$ cat config.mk
export PLATFORM = sky130hd
export DESIGN_NAME = alsu_result_collector
export DESIGN_NICKNAME = d
export VERILOG_FILES = /design/src/rtl/alsu_result_collector.sv
export SDC_FILE = /design/constraint.sdc
export NUM_CORES = 1
export LEC_CHECK = 0
export BUFFER_PORTS_ARGS = -buffer_cell sky130_fd_sc_hd__buf_2
export CAP_MARGIN = 20
export CORE_MARGIN = 1.5
export CORE_UTILIZATION = 45
export CTS_CLUSTER_DIAMETER = 80
export DETAILED_ROUTE_END_ITERATION = 12
export GPL_ROUTABILITY_DRIVEN = 0
export GPL_TIMING_DRIVEN = 0
export PLACE_DENSITY = 0.74
export SLEW_MARGIN = 20
export SYNTH_ARGS = -nofsm -noshare
export SYNTH_HDL_FRONTEND = slang
export SYNTH_SLANG_ARGS = --single-unit
export TNS_END_PERCENT = 50
$ cat constraint.sdc
create_clock -name clk -period 2.4 [get_ports clk]
set_clock_uncertainty 0.15 [all_clocks]
set_input_delay 0.12 -clock clk [delete_from_list [all_inputs] [get_ports clk]]
set_output_delay 0.12 -clock clk [all_outputs]
set_load 0.01 [all_outputs]
$ cat src/rtl/alsu_result_collector.sv
// Result FIFO for the ALSU with error tagging, running accumulator,
// error counter and sticky overflow flag.
module alsu_result_collector #(
   parameter int    DEPTH   = 4,
   parameter string SAT_SUM = "ON"
) (
   input  logic                       clk,
   input  logic                       rst,
   input  logic                       alsu_vld,
   input  logic signed [5:0]          alsu_out,
   input  logic [15:0]                alsu_leds,
   input  logic                       rd_ready,
   output logic                       rd_valid,
   output logic signed [5:0]          rd_data,
   output logic                       rd_err,
   output logic [$clog2(DEPTH):0]     count,
   output logic                       full,
   output logic signed [9:0]          acc,
   output logic [7:0]                 err_cnt,
   output logic                       overflow
);

   localparam int AW  = $clog2(DEPTH);
   localparam int CW  = AW + 1;
   localparam bit SAT = (SAT_SUM == "ON");

   logic signed [5:0] mem_data [DEPTH];
   logic              mem_err  [DEPTH];
   logic [AW-1:0]     head;
   logic [AW-1:0]     tail;
   logic              push;
   logic              pop;
   logic              err_in;
   logic signed [10:0] sum;
   logic signed [9:0]  acc_nxt;

   assign err_in   = (alsu_leds != 16'd0);
   assign rd_valid = (count != '0);
   assign full     = (count == CW'(DEPTH));
   assign pop      = rd_valid && rd_ready;
   assign push     = alsu_vld && (!full || pop);
   assign rd_data  = rd_valid ? mem_data[head] : 6'sd0;
   assign rd_err   = rd_valid ? mem_err[head] : 1'b0;

   // 11-bit sum cannot overflow for a 10-bit acc plus a 6-bit operand
   always_comb begin
      sum     = {acc[9], acc} + {{5{alsu_out[5]}}, alsu_out};
      acc_nxt = sum[9:0];
      if (SAT) begin
         if (sum > 11'sd511)
            acc_nxt = 10'sd511;
         else if (sum < -11'sd512)
            acc_nxt = -10'sd512;
      end
   end

   always_ff @(posedge clk) begin
      if (push) begin
         mem_data[tail] <= alsu_out;
         mem_err[tail]  <= err_in;
      end
   end

   always_ff @(posedge clk) begin
      if (rst) begin
         head     <= '0;
         tail     <= '0;
         count    <= '0;
         acc      <= '0;
         err_cnt  <= '0;
         overflow <= 1'b0;
      end else begin
         if (push)
            tail <= tail + 1'b1;
         if (pop)
            head <= head + 1'b1;
         if (push && !pop)
            count <= count + 1'b1;
         else if (pop && !push)
            count <= count - 1'b1;
         if (push && !err_in)
            acc <= acc_nxt;
         if (push && err_in && err_cnt != 8'hFF)
            err_cnt <= err_cnt + 1'b1;
         if (alsu_vld && !push)
            overflow <= 1'b1;
      end
   end

endmodule

==> summary.md, run 1 <==
| Metric | Value |
|---|---|
| Status | finished, final reports clean |
| ANT cells | 0 |
| CTS Buffer Depth | 2 |
| TritonCTS clock tree | built |
| Die Span Y | 83.1 um |
| Clk sinks | 56 |
| Startpoint Class | flip-flop |
| Hold Crit Depth | 4 |
| Top_reg_cell synth | edfxtp_1 |
| Via count | 2,157 |
| FF-to-FF setup slack | 40 ps |
| CTS root buffer | clkbuf_8 |
| Fillers | 477 |
| Area of the core | 6060 um2 |
| Clock-pin slew on the worst setup and hold paths | 100 ps |
| Setup violators final | 0 |
| Cell Int Power | 1.74 mW |
| Synth cell types | 47 |
| Total grt overflow | 0 |
| Sequential area share after synthesis | 48.6% |
| Die area | 6900 um2 |
| Synthesis warning total | 0 |
| Maximum VDD drop | 0.402 mV |
| # port buffers | 55 |
| P&R area growth vs syn | 29.1% |
| Starting Density | 47.6% |
| Routed len/inst | 14.9 um |
| Later-pin clock latency in the skew report | 310 ps |
| H-tree Lvls | 2 |
| Critical Path Sink Type | flip-flop |
| Worst r2r path cells | 10 |
| # IOs | 57 |
| PwrDens | 677 nW/um2 |
| DRT iter0 DRCs | 90 |
| Mapped Nets | 296 |
| Leakage | 1.39 nW |
| CP Data Arrival Time | 2400 ps |
| Via/cell ratio | 5.30 |
| Die width | 83.1 um |
| Min Hold Slack | 53.2 ps |
| Sw Pwr | 0.781 mW |
| MaxCap Viol Count | 0 |
| Commonest non-fill, non-tap cell in the layout | buf_2 |
| Most frequent cells in the layout | 56 x buf_2, 30 x nor2_1, 28 x edfxtp_1 |
| Antenna Nets Post-Route | 0 |
| Worst Hold End | overflow |
| Fmax | 423 MHz |
| Remaining DRCs | 0 |
| Share of layout cells above drive strength 1 | 38.0% |
| EDFF count, synth | 28 |
| Seq cells post-synth | 56 |
| Vias in the first global route | 2,040 |
| Final min period | 2360 ps |
| Post-synth ARST share | 0% |
| Pins Over Slew Limit | 0 |
| Largest net degree at the start of global routing | 19 |
| Hold_sp | rd_ready |
| DP HPWL | 3.99 mm |
| Gate Count Post-Synth | 252 |
| Cell Rows | 28 |
| Final #Nets | 375 |
| Global-route wire length before repair | 9.47 mm |
| Clock group share of total power | 20.4% |
| Tot GR Track Use | 16.7% |
| Reg2Reg Capture Point | acc[2] |
| Final core utilization | 61.4% |
| Worst EP required | 2430 ps |
| Initial antenna violation count | 0 |
| Final hold viol count | 0 |
| Least-Margin Pin Slew | 581 ps |
| Crit path max fanout | 4 |
| Num CTS Buffers | 5 |
| Syn avg cell area | 11.4 um2 |
| Mapped cell area | 2890 um2 |
| Kind of critical path | flip-flop to flip-flop |
| Part of the power in registers | 46.7% |
| Combinational share of power | 32.9% |
| DRT Pass-1 Iters | 4 |
| Hold Path Class | input pin to flip-flop |
| Slew Limit Headroom | 61.3% |
| RR Startpoint | acc[0] |
| Crit share post-route | 98.5% |
| Sw Share | 31.0% |
| Total Wirelength | 6.07 mm |
[registers in the layout, indices dropped and copies added (netlist names), named ones only]
| register | cells |
|---|---|
| overflow | 1 |
| mem_data | 24 |
| tail | 2 |
| head | 2 |
| mem_err | 4 |
| err_cnt | 8 |
| count | 3 |
| acc | 10 |
[worst max-delay path: stages, from the launching register on]
cell,delay [ps]
dfxtp_2,350
ha_4,160
inv_1,80
fa_2,250
nor2b_4,60
o31a_4,290
o21bai_4,240
a211oi_4,110
buf_4,190
o311ai_4,270
a21oi_1,90
[layer usage]
layer | vias up | part of all wire, % | track usage [%]
li1 | 1085 | - | -
met1 | 1026 | 44 | 22.1
met2 | 42 | 51 | 28.7
met3 | 4 | 3.3 | 3.18
met4 | 0 | 0.72 | 3.64
met5 | - | 0 | 0
[power by group through the flow]
stage | combinational, mW | clock (mW) | sequential (mW)
6_report | 0.830 | 0.514 | 1.18
5_1_grt | 0.927 | 0.571 | 1.19
4_1_cts | 0.783 | 0.529 | 1.17
3_5_place_dp | 0.736 | 0 | 1.19
3_3_place_gp | 0.725 | 0 | 1.18
2_1_floorplan | 0.498 | 0 | 1.19
[cell families after synthesis]
group / Yosys count / share of synthesized area (%)
xor+xnor: 15 / 4.55
flops: 56 / 48.6
fa+ha+maj: 18 / 8.33
mux: 10 / 6.50
buf+inv: 21 / 2.82
compound gates: 45 / 12.8
simple gates: 87 / 16.4
[area by class of cell]
cell class	count	area [um2]	area share [%]
Clock inverter	3	22.5	0.605
Buffer	7	38.8	1.04
Multi-Input combinational cell	176	1620	43.5
Inverter	13	48.8	1.31
Sequential cell	56	1410	37.9
Clock buffer	5	68.8	1.85
Timing Repair Buffer	72	420	11.3
Tap cell	75	93.8	2.52
[synth_stat cells, types with 2 or more instances]
| cell type | number | area share (%) |
|---|---|---|
| nand3_1 | 6 | 1.0 |
| o21ai_1 | 2 | 0.35 |
| nor4_4 | 2 | 1.5 |
| or3_1 | 5 | 1.1 |
| nand4_1 | 2 | 0.43 |
| clkbuf_1 | 4 | 0.52 |
| nor2_1 | 32 | 4.2 |
| o21ai_0 | 9 | 1.6 |
| nor4_1 | 4 | 0.87 |
| o311ai_1 | 3 | 0.91 |
| dfxtp_1 | 28 | 19 |
| a21oi_1 | 8 | 1.4 |
| buf_2 | 2 | 0.35 |
| fa_1 | 2 | 1.4 |
| and2_1 | 11 | 2.4 |
| o211ai_1 | 3 | 0.78 |
| ha_1 | 16 | 6.9 |
| a211oi_1 | 5 | 1.3 |
| inv_1 | 12 | 1.6 |
| a211oi_2 | 3 | 1.3 |
| xor2_1 | 5 | 1.5 |
| xnor2_1 | 10 | 3.0 |
| buf_1 | 2 | 0.26 |
| nand2_1 | 13 | 1.7 |
| mux4_2 | 7 | 5.5 |
| edfxtp_1 | 28 | 29 |
| mux2i_1 | 3 | 1.0 |
| nor3_1 | 6 | 1.0 |
[timing repair]
item,4_1_cts,5_1_grt
pin swaps,2,12
resized for setup,11,33
hold buffers,7,0
hold endpoints to repair,25,0
setup buffers,3,7
gates cloned,0,1
setup endpoints to repair,8,11
[worst max path at each step]
stage | startpoint | to
CTS | count[2] | count[2]
global placement | acc[0] | acc[7]
finish | acc[0] | acc[2]
floorplan | count[0] | count[2]
detailed placement | acc[0] | acc[6]
global route | acc[1] | acc[2]
[through the flow]
| stage | instances | setup TNS, ps | power [mW] | area [um2] | setup WS [ps] |
|---|---|---|---|---|---|
| 5_1_grt | 407 | -462 | 2.69 | 3720 | -84.3 |
| 6_report | 407 | 0 | 2.52 | 3720 | 36.9 |
| 3_5_place_dp | 382 | -960 | 1.92 | 3260 | -155 |
| 3_3_place_gp | 382 | -853 | 1.91 | 3260 | -143 |
| 4_1_cts | 400 | -7.57 | 2.48 | 3470 | -7.57 |
| 2_1_floorplan | 252 | 0 | 1.69 | 2890 | 17.5 |
No activity file was read; power rests on OpenSTA's default activity.
==> inputs of run 2 (changes only) <==
--- a/config.mk
+++ b/config.mk
@@ -5,6 +5,7 @@
 export SDC_FILE = /design/constraint.sdc
 export NUM_CORES = 1
 export LEC_CHECK = 0
+export ABC_AREA = 1
 export BUFFER_PORTS_ARGS = -buffer_cell sky130_fd_sc_hd__buf_2
 export CAP_MARGIN = 20
 export CORE_MARGIN = 1.5
@@ -14,6 +15,7 @@
 export GPL_ROUTABILITY_DRIVEN = 0
 export GPL_TIMING_DRIVEN = 0
 export PLACE_DENSITY = 0.74
+export SETUP_SLACK_MARGIN = 0.1
 export SLEW_MARGIN = 20
 export SYNTH_ARGS = -nofsm -noshare
 export SYNTH_HDL_FRONTEND = slang
==> run 2 against run 1 <==
Effect of this change:
- synthesized area is 4.1% higher
- non-clock buffer count is 10 lower
- worst hold slack worse by 41 ps
- cell count is 21% higher
- die area is 4.0% higher
- highest routed layer unchanged
- largest cell class unchanged
- fmax is 9.2% higher
- critical path type unchanged
- clock-buffer cell count stayed put
- clock power is 3% higher
- synthesized cell count is 37% higher
==> summary.md, run 2 <==
| Metric | Value |
|---|---|
| Status | finished, final reports clean (unchanged) |
| Top reg by flops | mem_data (unchanged) |
| TNS Setup | 0 ps (unchanged) |
| Hold Path Class | input pin to flip-flop (unchanged) |
| # port buffers | 55 (unchanged) |
| Share of layout cells above drive strength 1 | 26.4% (was 38.0%) |
| Cell Int Power | 1.58 mW (was 1.74 mW) |
| Slew Limit Headroom | 53.6% (was 61.3%) |
| Crit path max fanout | 10 (was 4) |
| Post-synth ARST share | 0% (unchanged) |
| Clock-pin slew on the worst setup and hold paths | 110 ps (was 100 ps) |
| Final core utilization | 56.2% (was 61.4%) |
| Total Wirelength | 6.43 mm (was 6.07 mm) |
| Min Hold Slack | 12.5 ps (was 53.2 ps) |
| Leakage | 1.55 nW (was 1.39 nW) |
| RSZ-0062 raised after global routing | yes |
| Largest net degree at the start of global routing | 19 (unchanged) |
| EDFF count, synth | 28 (unchanged) |
| Remaining DRCs | 0 (unchanged) |
| Die area | 7170 um2 (was 6900 um2) |
| Gate Count Post-Synth | 346 (was 252) |
| Initial antenna violation count | 0 (unchanged) |
| Die Span Y | 84.7 um (was 83.1 um) |
| Antenna Nets Post-Route | 0 (unchanged) |
| Vias in the first global route | 2,385 (was 2,040) |
| CP max stage delay | 440 ps (was 350 ps) |
| Top cells by area, synth | edfxtp_1 28%, dfxtp_1 19%, nand2_1 7.6% (was edfxtp_1 29%, dfxtp_1 19%, ha_1 6.9%) |
| H-tree Lvls | 2 (unchanged) |
| Starting Density | 47.0% (was 47.6%) |
| Hold Crit Depth | 1 (was 4) |
| Sw Share | 34.4% (was 31.0%) |
| Worst EP required | 2450 ps (was 2430 ps) |
| Synthesis warning total | 0 (unchanged) |
| Area of the core | 6390 um2 (was 6060 um2) |
| Syn avg cell area | 8.68 um2 (was 11.4 um2) |
| FF-to-FF setup slack | 240 ps (was 40 ps) |
| Worst Hold End | mem_data[0][5] (was overflow) |
| CP cell instances | nor3_4 -> nand2_2 -> nand2_2 -> buf_6 -> inv_1 -> ha_1 -> inv_1 -> fa_1 -> a21oi_1 -> o21ai_0 -> o21ai_0 -> a21oi_1 (was ha_4 -> inv_1 -> fa_2 -> nor2b_4 -> o31a_4 -> o21bai_4 -> a211oi_4 -> buf_4 -> o311ai_4 -> a21oi_1) |
| CP Data Arrival Time | 2210 ps (was 2400 ps) |
| Hold_sp | alsu_out[5] (was rd_ready) |
| Final hold viol count | 0 (unchanged) |
| Top-count cell post-synth | nand2_1 (was nor2_1) |
| Pins Over Slew Limit | 0 (unchanged) |
| Least-Margin Pin Slew | 693 ps (was 581 ps) |
| Yosys top cell area share | 28.0% (was 29.1%) |
| DP HPWL | 4.61 mm (was 3.99 mm) |
| Max reg flops | 24 (unchanged) |
| Routed len/inst | 13.0 um (was 14.9 um) |
| Post-synth top area cell | edfxtp_1 (unchanged) |
| Total grt overflow | 0 (unchanged) |
| Commonest non-fill, non-tap cell in the layout | nand2_1 (was buf_2) |
| P&R area growth vs syn | 19.5% (was 29.1%) |
| Later-pin clock latency in the skew report | 320 ps (was 310 ps) |
| Kind of critical path | flip-flop to flip-flop (unchanged) |
| Fmax | 462 MHz (was 423 MHz) |
| Crit share post-route | 90.2% (was 98.5%) |
| Combinational share of power | 29.7% (was 32.9%) |
| Top_reg_cell synth | edfxtp_1 (unchanged) |
| DRT iter0 DRCs | 130 (was 90) |
| Final min period | 2160 ps (was 2360 ps) |
| Num CTS Buffers | 5 (unchanged) |
| ANT cells | 0 (unchanged) |
| Post-synth top cells | 61 x nand2_1, 52 x nor2_1, 37 x inv_1 (was 32 x nor2_1, 28 x dfxtp_1, 28 x edfxtp_1) |
| Tot GR Track Use | 19.2% (was 16.7%) |
| # IOs | 57 (unchanged) |
| Mapped Nets | 390 (was 296) |
| Slowest cell on crit path | dfxtp_2 (unchanged) |
| Seq cells post-synth | 56 (unchanged) |
| Startpoint Class | flip-flop (unchanged) |
| Setup violators final | 0 (unchanged) |
| Via count | 2,469 (was 2,157) |
| Mapped cell area | 3000 um2 (was 2890 um2) |
| RR Startpoint | count[0] (was acc[0]) |
| Sw Pwr | 0.831 mW (was 0.781 mW) |
| Die width | 84.7 um (was 83.1 um) |
| Most frequent cells in the layout | 61 x nand2_1, 57 x buf_2, 52 x nor2_1 (was 56 x buf_2, 30 x nor2_1, 28 x edfxtp_1) |
| Reg2Reg Capture Point | count[2] (was acc[2]) |
| PwrDens | 673 nW/um2 (was 677 nW/um2) |
| CTS Buffer Depth | 2 (unchanged) |
| Worst r2r path cells | 12 (was 10) |
| Cell Rows | 29 (was 28) |
| Final #Nets | 460 (was 375) |
| Synth cell types | 33 (was 47) |
| TritonCTS clock tree | built (unchanged) |
| Clk sinks | 56 (unchanged) |
| DRT Pass-1 Iters | 5 (was 4) |
| Global-route wire length before repair | 11.1 mm (was 9.47 mm) |
| Sequential area share after synthesis | 46.6% (was 48.6%) |
| Critical Path Sink Type | flip-flop (unchanged) |
| Maximum VDD drop | 0.392 mV (was 0.402 mV) |
| Fillers | 567 (was 477) |
| Largest regs | mem_data x24, acc x10, err_cnt x8 (unchanged) |
| Part of the power in registers | 48.4% (was 46.7%) |
| Via/cell ratio | 5.00 (was 5.30) |
| Clock group share of total power | 21.9% (was 20.4%) |
| MaxCap Viol Count | 0 (unchanged) |
| CTS root buffer | clkbuf_8 (unchanged) |
==> run 2: changes by cell type in the layout (fill, tap and decap cells not counted), moves of 8 or more <==
cell / delta
a211oi_2: -8
a21oi_1: +15
a21oi_2: +12
and2_1: -11
buf_4: -9
inv_1: +24
nand2_1: +49
nor2_1: +22
o21ai_0: +19
==> run 2: critical path, delay by kind of cell (launching register included) <==
kind	cells	cell delay (ps)
and+or+nand+nor	3	210
DFF	1	440
adders and majority gates	2	510
AOI/OAI and AO/OA	4	490
buffers and inverters	3	260
==> run 2: final cells by class <==
cell class	count	area [um2]	area share, %
Clock inverter	3	23.8	0.662
Inverter	42	163	4.53
Buffer	6	32.5	0.906
Tap cell	77	96.3	2.68
Multi-Input combinational cell	242	1450	40.3
Timing Repair Buffer	63	353	9.83
Clock buffer	5	68.8	1.92
Sequential cell	56	1410	39.2
==> run 2: cells by family (layout without fill, tap and decap cells) <==
kind of cell             count (synthesis)  after routing  share of synthesized area (%)
AND/OR/NAND/NOR                        143            143                           21.1
AO/OA/AOI/OAI                           70             70                           14.5
flip-flops                              56             56                           46.6
buffers and inverters                   48            119                           6.50
adder cells (fa/ha/maj)                 18             18                           8.00
XOR/XNOR                                11             11                           3.21
==> run 2: worst max-delay path by stage <==
stage / from / to / slack [ps] / cells past startpoint
5_1_grt: count[0] / count[2] / 70 / 12
4_1_cts: count[0] / count[2] / 120 / 12
6_report: count[0] / count[2] / 240 / 12
2_1_floorplan: count[0] / count[2] / 200 / 10
3_5_place_dp: count[0] / count[2] / -110 / 10
3_3_place_gp: count[0] / count[2] / -100 / 10
==> run 2: layer usage <==
layer,wire [um],global-route usage [%],part of all wire [%],up-vias
met5,0,0,0,-
li1,-,-,-,1280
met4,78,5.43,1.2,0
met2,3120,33.0,49,35
met3,208,3.74,3.2,6
met1,3020,24.7,47,1148
==> run 2: metrics by stage <==
stage,total power [mW],area (um2),cells,setup WS [ps]
after floorplan,1.62,3000,346,205
after global placement,1.84,3380,478,-99.7
after detailed placement,1.86,3380,478,-111
after CTS,2.43,3550,494,122
after global routing,2.58,3590,494,69.6
final,2.42,3590,494,236
==> run 2: power by group through the flow <==
stage	Clock (mW)	Combinational (mW)	Sequential, mW
finish	0.529	0.718	1.17
detailed placement	0	0.685	1.18
global route	0.576	0.825	1.18
CTS	0.545	0.719	1.16
global placement	0	0.664	1.18
floorplan	0	0.436	1.18
==> run 2: what timing repair did <==
action | in CTS | in global routing
setup buffers | 1 | 0
endpoints found under the setup margin | 2 | 11
gates resized for setup | 1 | 10
hold buffers | 7 | 0
pin swaps | 1 | 1
endpoints found under the hold margin | 21 | 0
==> inputs of run 3 (changes only) <==
--- a/config.mk
+++ b/config.mk
@@ -6,7 +6,7 @@
 export NUM_CORES = 1
 export LEC_CHECK = 0
 export ABC_AREA = 1
-export BUFFER_PORTS_ARGS = -buffer_cell sky130_fd_sc_hd__buf_2
+export BUFFER_PORTS_ARGS = -buffer_cell sky130_fd_sc_hd__buf_4
 export CAP_MARGIN = 20
 export CORE_MARGIN = 1.5
 export CORE_UTILIZATION = 45
@@ -14,7 +14,7 @@
 export DETAILED_ROUTE_END_ITERATION = 12
 export GPL_ROUTABILITY_DRIVEN = 0
 export GPL_TIMING_DRIVEN = 0
-export PLACE_DENSITY = 0.74
+export PLACE_DENSITY = 0.71
 export SETUP_SLACK_MARGIN = 0.1
 export SLEW_MARGIN = 20
 export SYNTH_ARGS = -nofsm -noshare
==> constraint.sdc (replaced) <==
create_clock -name clk -period 2 [get_ports clk]
set_clock_uncertainty 0.15 [all_clocks]
set_input_delay 0.1 -clock clk [delete_from_list [all_inputs] [get_ports clk]]
set_output_delay 0.1 -clock clk [all_outputs]
set_load 0.01 [all_outputs]
==> run 3 against run 2 <==
Effect of this change:
- cell count is 4.3% higher
- flip-flop and latch count is the same
- clock power is 14% higher
- combinational power up 60%
- critical path type unchanged
- largest power group unchanged
- largest cell class unchanged
==> summary.md, run 3 (synthesized netlist as in run 2, its figures left out) <==
| Metric | Value |
|---|---|
| Status | finished, final reports clean (unchanged) |
| Starting Density | 47.0% (unchanged) |
| # port buffers | 55 (unchanged) |
| DRT Pass-1 Iters | 4 (was 5) |
| ANT cells | 0 (unchanged) |
| RSZ-0062 raised after global routing | yes (unchanged) |
| Total Wirelength | 7.06 mm (was 6.43 mm) |
| Commonest non-fill, non-tap cell in the layout | buf_4 (was nand2_1) |
| Worst Setup Slack post-DPL | -229 ps (was -111 ps) |
| DRT iter0 DRCs | 56 (was 130) |
| Hold Path Class | input pin to flip-flop (unchanged) |
| Antenna Nets Post-Route | 0 (unchanged) |
| Vias in the first global route | 2,441 (was 2,385) |
| Tot GR Track Use | 19.6% (was 19.2%) |
| Slowest cell on crit path | dfxtp_2 (unchanged) |
| Global-route wire length before repair | 11.3 mm (was 11.1 mm) |
| Later-pin clock latency in the skew report | 310 ps (was 320 ps) |
| Die area | 7170 um2 (unchanged) |
| Largest regs | mem_data x24, acc x10, err_cnt x8 (unchanged) |
| Final min period | 1930 ps (was 2160 ps) |
| Critical Path Sink Type | flip-flop (unchanged) |
| Via count | 2,561 (was 2,469) |
| Clock-pin slew on the worst setup and hold paths | 100 ps (was 110 ps) |
| Startpoint Class | flip-flop (unchanged) |
| CTS Buffer Depth | 2 (unchanged) |
| Total grt overflow | 0 (unchanged) |
| Fmax | 517 MHz (was 462 MHz) |
| Clk sinks | 56 (unchanged) |
| Pins Over Slew Limit | 0 (unchanged) |
| Setup violators final | 0 (unchanged) |
| Die width | 84.7 um (unchanged) |
| Final #Nets | 481 (was 460) |
| CP cell instances | ha_4 -> inv_2 -> fa_2 -> inv_2 -> nand2_2 -> nand3_4 -> nand3_4 -> nand2_4 -> inv_4 -> a21oi_4 -> nand2_1 -> a21oi_2 (was nor3_4 -> nand2_2 -> nand2_2 -> buf_6 -> inv_1 -> ha_1 -> inv_1 -> fa_1 -> a21oi_1 -> o21ai_0 -> o21ai_0 -> a21oi_1) |
| Die Span Y | 84.7 um (unchanged) |
| Slew Limit Headroom | 63.6% (was 53.6%) |
| Final core utilization | 64.9% (was 56.2%) |
| Setup WS post-layout | 66.1 ps (was 236 ps) |
| Max reg flops | 24 (unchanged) |
| Kind of critical path | flip-flop to flip-flop (unchanged) |
| CTS root buffer | clkbuf_8 (unchanged) |
| Final hold viol count | 0 (unchanged) |
| # IOs | 57 (unchanged) |
| Most frequent cells in the layout | 73 x buf_4, 52 x nand2_1, 46 x nor2_1 (was 61 x nand2_1, 57 x buf_2, 52 x nor2_1) |
| Maximum VDD drop | 0.545 mV (was 0.392 mV) |
| Area of the core | 6390 um2 (unchanged) |
| Initial antenna violation count | 0 (unchanged) |
| Routed len/inst | 13.7 um (was 13.0 um) |
| Crit path max fanout | 4 (was 10) |
| Remaining DRCs | 0 (unchanged) |
| CP Data Arrival Time | 2030 ps (was 2210 ps) |
| Min Hold Slack | 76.5 ps (was 12.5 ps) |
| Leakage | 1.71 nW (was 1.55 nW) |
| Share of layout cells above drive strength 1 | 38.8% (was 26.4%) |
| CP max stage delay | 370 ps (was 440 ps) |
| TritonCTS clock tree | built (unchanged) |
| PwrDens | 763 nW/um2 (was 673 nW/um2) |
| Worst EP required | 2090 ps (was 2450 ps) |
| Least-Margin Pin Slew | 545 ps (was 693 ps) |
| H-tree Lvls | 2 (unchanged) |
| P&R area growth vs syn | 38.0% (was 19.5%) |
| Num CTS Buffers | 5 (unchanged) |
| Largest net degree at the start of global routing | 17 (was 19) |
| Crit share post-route | 96.7% (was 90.2%) |
| Via/cell ratio | 4.97 (was 5.00) |
| MaxCap Viol Count | 0 (unchanged) |
| Cell Rows | 29 (unchanged) |
| DP HPWL | 4.58 mm (was 4.61 mm) |
| Top reg by flops | mem_data (unchanged) |
[run 3: cell types whose count changed in the layout (fill, tap and decap cells not counted), moves of 7 or more]
cell     delta
buf_4      +72
buf_2      -55
nand2_1     -9
dfxtp_1     -8
ha_4        +7
[run 3: final timing paths]
| path | from | end | slack (ps) | cells past startpoint |
|---|---|---|---|---|
| min reg2reg | overflow | overflow | 310 | 2 |
| min | rst | acc[0] | 80 | 2 |
| max reg2reg | acc[0] | acc[1] | 70 | 12 |
| max | acc[0] | acc[1] | 70 | 12 |
[run 3: area by class of cell]
class                           instances  area [um2]
Multi-Input combinational cell        242        1660
Inverter                               42         173
Timing Repair Buffer                   84         671
Clock inverter                          2        11.3
Buffer                                  6        37.5
Clock buffer                            6        72.6
Sequential cell                        56        1430
Fill cell                             530        2240
Tap cell                               77        96.3
[run 3: metrics by stage]
step | power (mW) | instance area [um2] | setup TNS (ps) | instances
floorplan | 2.02 | 3050 | -69.7 | 346
global placement | 2.38 | 3560 | -605 | 478
detailed placement | 2.40 | 3560 | -787 | 478
CTS | 3.10 | 3930 | 0 | 509
global route | 3.35 | 4150 | -111 | 515
finish | 3.16 | 4150 | 0 | 515
[run 3: worst max-delay path, delay by kind of cell, from the launching register on]
family / cells / cell delay [ps]
adder cells (fa/ha/maj): 2 / 510
AND/OR/NAND/NOR: 5 / 410
flip-flops: 1 / 370
buffers and inverters: 3 / 170
AO/OA/AOI/OAI: 2 / 250
[run 3: what timing repair did]
action | in CTS | in global routing
endpoints found under the setup margin | 18 | 43
pin swaps | 19 | 11
gates resized for setup | 17 | 41
hold buffers | 8 | 0
setup buffers | 15 | 6
endpoints found under the hold margin | 25 | 0
[run 3: metal layers]
layer,part of all wire [%],track usage (%),vias up
met3,3.2,4.03,8
li1,-,-,1325
met2,51,33.0,37
met4,1.2,6.16,0
met5,0,0,-
met1,45,25.2,1191
[run 3: report_power, final]
| group | internal [mW] | total (mW) | leakage (nW) | switching [mW] |
|---|---|---|---|---|
| clock | 0.244 | 0.604 | 0.0388 | 0.360 |
| sequential | 1.32 | 1.41 | 0.479 | 0.0843 |
| combinational | 0.554 | 1.15 | 1.19 | 0.600 |
